## src/rtl/frame_burst_writer_pkg.sv

```systemverilog
// Shared memory-controller definitions: burst writer FSM encoding and the
// default maximum burst length.
// Ports: none (package only).
package frame_burst_writer_pkg;

  localparam int FBW_BURST_LEN_DEFAULT = 128;

  typedef enum logic [1:0] {
    IDLE      = 2'd0,
    WAIT_DATA = 2'd1,
    BURST     = 2'd2,
    NEXT      = 2'd3
  } fbw_state_t;

endpackage

```

## src/rtl/frame_burst_writer.sv

```systemverilog
// Purpose: splits a frame (base, length in words) into write bursts of at most BURST_LEN words fed from a show-ahead FIFO.
// Latency: burst request one cycle after the FIFO holds a full burst; frame_done two cycles after the last burst's finish.
// Backpressure: waits in WAIT_DATA until fifo_count covers the next burst; pops only on data_req, capped at the burst length.
// Ports:
//   mem_clk, rst_n                    clock, async active-low reset
//   frame_start, base_addr, frame_len frame command (pulse + operands)
//   fifo_count, fifo_q, fifo_rd_en    show-ahead source FIFO
//   wr_burst_*                        burst write master interface
//   busy, frame_done                  frame status
module frame_burst_writer
  import frame_burst_writer_pkg::*;
#(
  parameter int MEM_DATA_BITS = 64,
  parameter int ADDR_BITS     = 24,
  parameter int BURST_LEN     = FBW_BURST_LEN_DEFAULT
) (
  input  logic                     mem_clk,
  input  logic                     rst_n,
  input  logic                     frame_start,
  input  logic [ADDR_BITS-1:0]     base_addr,
  input  logic [ADDR_BITS-1:0]     frame_len,
  input  logic [10:0]              fifo_count,
  input  logic [MEM_DATA_BITS-1:0] fifo_q,
  output logic                     fifo_rd_en,
  output logic                     wr_burst_req,
  output logic [9:0]               wr_burst_len,
  output logic [ADDR_BITS-1:0]     wr_burst_addr,
  input  logic                     wr_burst_data_req,
  output logic [MEM_DATA_BITS-1:0] wr_burst_data,
  input  logic                     wr_burst_finish,
  output logic                     busy,
  output logic                     frame_done
);

  fbw_state_t           state, state_nxt;
  logic [ADDR_BITS-1:0] addr, remaining;
  logic [ADDR_BITS-1:0] pend_base, pend_len;
  logic                 pend_vld;
  logic [9:0]           beat_cnt;
  logic [9:0]           cur_len;
  logic                 frame_done_r;
  logic                 rem_ge_burst;
  logic                 take_new, take_pend;
  logic                 beat_ok;

  // cur_len = min(BURST_LEN, remaining); BURST_LEN <= 1023 so 10 bits suffice.
  assign rem_ge_burst = (remaining >= ADDR_BITS'(BURST_LEN));
  assign cur_len      = rem_ge_burst ? 10'(BURST_LEN) : remaining[9:0];

  // Beats past the burst length still arrive from the master but must not pop.
  assign beat_ok   = wr_burst_data_req && (beat_cnt < cur_len);

  // A fresh pulse in IDLE wins over a stale pending command.
  assign take_new  = (state == IDLE) && frame_start;
  assign take_pend = (state == IDLE) && !frame_start && pend_vld;

  // State register
  always_ff @(posedge mem_clk or negedge rst_n) begin
    if (!rst_n) begin
      state        <= IDLE;
      frame_done_r <= 1'b0;
    end else begin
      state        <= state_nxt;
      frame_done_r <= (state == WAIT_DATA) && (remaining == '0);
    end
  end

  // Next-state logic
  always_comb begin
    state_nxt = state;
    case (state)
      IDLE:      if (frame_start || pend_vld) state_nxt = WAIT_DATA;
      WAIT_DATA: begin
        if (remaining == '0)                    state_nxt = IDLE;
        else if ({1'b0, cur_len} <= fifo_count) state_nxt = BURST;
      end
      BURST:     if (wr_burst_finish) state_nxt = NEXT;
      NEXT:      state_nxt = WAIT_DATA;
      default:   state_nxt = IDLE;
    endcase
  end

  // Outputs
  always_comb begin
    wr_burst_req = (state == BURST);
    fifo_rd_en   = (state == BURST) && beat_ok;
    busy         = (state != IDLE);
  end

  // addr/remaining only move in IDLE and NEXT, so len/addr stay stable while requesting.
  assign wr_burst_len  = cur_len;
  assign wr_burst_addr = addr;
  assign wr_burst_data = fifo_q;
  assign frame_done    = frame_done_r;

  // Frame datapath: address/remaining, pending command, beat counter
  always_ff @(posedge mem_clk or negedge rst_n) begin
    if (!rst_n) begin
      addr      <= '0;
      remaining <= '0;
      pend_vld  <= 1'b0;
      pend_base <= '0;
      pend_len  <= '0;
      beat_cnt  <= '0;
    end else begin
      if (take_new) begin
        addr      <= base_addr;
        remaining <= frame_len;
      end else if (take_pend) begin
        addr      <= pend_base;
        remaining <= pend_len;
      end else if (state == NEXT) begin
        // Wraps modulo 2^ADDR_BITS; cur_len <= remaining so no underflow.
        addr      <= addr + ADDR_BITS'(cur_len);
        remaining <= remaining - ADDR_BITS'(cur_len);
      end

      // Pulses while busy are held; a later pulse overwrites the earlier one.
      if (frame_start && (state != IDLE)) begin
        pend_vld  <= 1'b1;
        pend_base <= base_addr;
        pend_len  <= frame_len;
      end else if (take_new || take_pend) begin
        pend_vld  <= 1'b0;
      end

      if (state == BURST) begin
        if (beat_ok) beat_cnt <= beat_cnt + 10'd1;
      end else begin
        beat_cnt <= '0;
      end
    end
  end

endmodule

```

## config.mk

```make
export PLATFORM = sky130hd
export DESIGN_NAME = frame_burst_writer
export DESIGN_NICKNAME = d
export VERILOG_FILES = /design/src/rtl/frame_burst_writer_pkg.sv /design/src/rtl/frame_burst_writer.sv
export SDC_FILE = /design/constraint.sdc
export NUM_CORES = 1
export LEC_CHECK = 0
export BUFFER_PORTS_ARGS = -buffer_cell sky130_fd_sc_hd__clkbuf_2
export CAP_MARGIN = 20
export CORE_MARGIN = 2
export CORE_UTILIZATION = 52
export DETAILED_ROUTE_END_ITERATION = 7
export PLACE_DENSITY = 0.81
export SLEW_MARGIN = 5
export SYNTH_ARGS = -nofsm -noshare
export SYNTH_HDL_FRONTEND = slang
export SYNTH_SLANG_ARGS = --single-unit
```

## constraint.sdc

```tcl
create_clock -name mem_clk -period 5.3 [get_ports mem_clk]
set_input_delay 0.53 -clock mem_clk [delete_from_list [all_inputs] [get_ports mem_clk]]
set_output_delay 0.53 -clock mem_clk [all_outputs]
set_load 0.005 [all_outputs]
```

==> results.ini <==
[power_and_ir_drop]
cellPowerDensity_nw_per_um2 = 530
peakVddDrop_mv = 0.290
total_leakage_power_uw = 0.00338

[critical_path]
reg2reg_slack_ps = 910
crit_buf_inv = 2
worstPathRequired_ps = 4770
cpMaxStageDelayCell = or3b_4
setup.worst_path.end_class = output pin
worst_path_most_repeated_cell = nand2_1
slowest_delay_ps = 480
crit_path_start_kind = register
worstPathArrival_ps = 4180
rr_worst_depth = 12
crit-reg2reg-launch = remaining[17]
path_cells = nor4_4 > and4_1 > nand2_1 > inv_1 > nand2_1 > ha_1 > a2111oi_0 > o211ai_1 > and2_1 > or3b_4 > nor2_1 > clkbuf_2
crit_family = simple AND/OR/NAND/NOR gates
r2r_end = wr_burst_addr[22]
crit_type = reg2out
critPathMaxFanout = 16

[drt]
avgRoutedWirePerCell_um = 18.7
via_per_inst = 6.26
first_iter_violations = 538
drc = 0
via_count = 6088
first_pass_iters = 8
wl_mm = 18.2
ant_nets = 0

[die]
ios = 230
initial_core_util = 0.536
core_area_um2 = 13300
die-area_um2 = 14700
rows = 42
chipHeight_um = 121
dieWidth_um = 121

[clock_tree]
htree_levels = 3
clk_pin_slew_ps = 80
cts_buffers = 9
tritoncts = built
root_buffer = clkbuf_16
postCtsSetupRepairBufs = 0
clockBufferDepth = 2
cts_resized = 0
clock_sinks = 110
hold_buffers = 0
clock_latency_ps = 370

[synthesis]
ys_ff_latch = 110
synth_top_cell_by_area = dfrtp_1
synth-seq-area-share = 0.385
synthTopCellsByArea = dfrtp_1 38%, mux2_2 7.6%, buf_4 7.0%
ys_warn_count = 0
syn_area_per_cell_um2 = 9.32
async_flop_share = 1.00
synth_top_area_frac = 0.385
synth_area_um2 = 7160
yosys_most_used_dff = dfrtp_1
synth_edf_count = 0
synth_cells = 768
ys_types = 66

[timing]
setup_viol = 0
worst_pin_slew_ps = 1120
clock.fmax_mhz = 212
period_share = 0.888
finClkSkew_ps = 12.0
min_period_ps = 4710
slew_headroom = 0.254
maxSlewViolCount = 0
setup-tns-final_ps = 0
rsz0062_at_grt = false
hold_viol = 0

[grt]
gr-usage-all-layers = 0.256
grt-ovfl-total = 0
antenna_found_initial = 0
grt_pass1_vias = 5840
grt_pass1_wl_mm = 29.6
grt_max_degree = 62

[finish]
fill_cells = 1204
multi_input_area_um2 = 3690
drive_above_1_share = 0.235
final-seq-area_um2 = 2750
antenna_cells = 0
final_cells = 973
area_growth_syn_to_layout_pct = 6.99
nNetsFinal = 957

[run_status]
outcome = finished clean

[placed_design]
place.gp.congestion = 0.960
dp_cells = 956
portBuffers = 99
hpwlAfterDp_mm = 12.9

[hold_path]
hold_path.class = in2async

[run]
drv_cap = 0

per-layer routing:
metal  GRT usage  routed length [um]  up-vias
li1            -                   -     2788
met1       0.343                7740     2996
met2       0.400                8470      249
met3      0.0700                1560       55
met4      0.0941                 449        0
met5           0                   0        -
cell type report:
cell class | instances | share of cell area
flip-flops and latches | 110 | 0.359
clock inverters | 7 | 0.0105
repair buffers | 109 | 0.0758
well taps | 176 | 0.0288
clock buffers | 9 | 0.0294
multi-input cells | 533 | 0.482
inverters | 29 | 0.0142
report_power, final:
| group | internal (uW) | total (uW) | switching, uW | leakage, uW |
|---|---|---|---|---|
| registers | 1210 | 1560 | 350 | 0.00132 |
| clock network | 336 | 696 | 360 | 0.000145 |
| logic | 785 | 1800 | 1010 | 0.00192 |
cell usage after synthesis (all sizes together), types with 5 or more instances:
cell / count
inv: 28
nor2: 47
nand2: 61
a21oi: 43
a22oi: 16
mux2: 48
a31oi: 9
mux2i: 7
nor4: 8
o21ai: 47
nand4: 14
o211ai: 15
xnor2: 7
o311ai: 5
or4: 6
o22ai: 12
ha: 36
nor3: 10
xor2: 10
nor2b: 8
a211oi: 15
dfrtp: 110
or3: 8
buf: 75
clkbuf: 28
o21a: 7
nand3: 26
cell families (layout without fill, tap and decap cells):
logic type,count (synthesis),count (layout),synth area share
compound gates,204,204,0.189
xor+xnor,17,17,0.0208
fa+ha+maj,37,37,0.0657
buf+inv,132,154,0.106
flops,110,110,0.385
mux,55,55,0.0853
other cells,2,9,0.00105
simple gates,211,211,0.148
stage by stage:
step                cell area (um2)  worst slack (ps)   util  total power, uW  hold slack [ps]
floorplan                      7180              1390      -             2790              234
global placement               7340              1140  0.550             3260              481
detailed placement             7340               973  0.550             3330              491
CTS                            7640               611  0.573             4030              266
global route                   7660               331  0.574             4340              317
finish                         7660               593  0.574             4060              246
layout by cell type, fill, tap and decap left out, types with 8 or more instances in the layout:
cell type and n:
buf_4 10, clkbuf_16 9, clkbuf_2 98, nand4_1 14
a22oi_1 16, o211ai_1 15, mux2_2 48, conb_1 9
nand3_1 26, nand2_1 61, nor3_1 10, o21ai_0 47
a211oi_1 15, dfrtp_1 110, inv_1 28, or3_1 8
o22ai_1 12, xor2_1 10, a21oi_1 43, nor2_1 45
a31oi_1 9, ha_1 36
state kept, by name (all words and copies together) (netlist names):
name           cells
pend_base         24
state              2
pend_vld           1
pend_len          24
remaining         24
wr_burst_addr     24
beat_cnt          10
frame_done         1
how the worst max path moves through the flow:
| stage | from | endpoint | slack, ps | cells after the start |
|---|---|---|---|---|
| final | remaining[17] | fifo_rd_en | 590 | 12 |
| after global routing | remaining[17] | fifo_rd_en | 330 | 12 |
| after CTS | remaining[17] | fifo_rd_en | 610 | 12 |
| after detailed placement | remaining[17] | wr_burst_addr[22] | 970 | 12 |
| after global placement | remaining[17] | wr_burst_addr[22] | 1140 | 12 |
| after floorplan | remaining[17] | fifo_rd_en | 1390 | 14 |
Power figures use the tool's default switching activity.
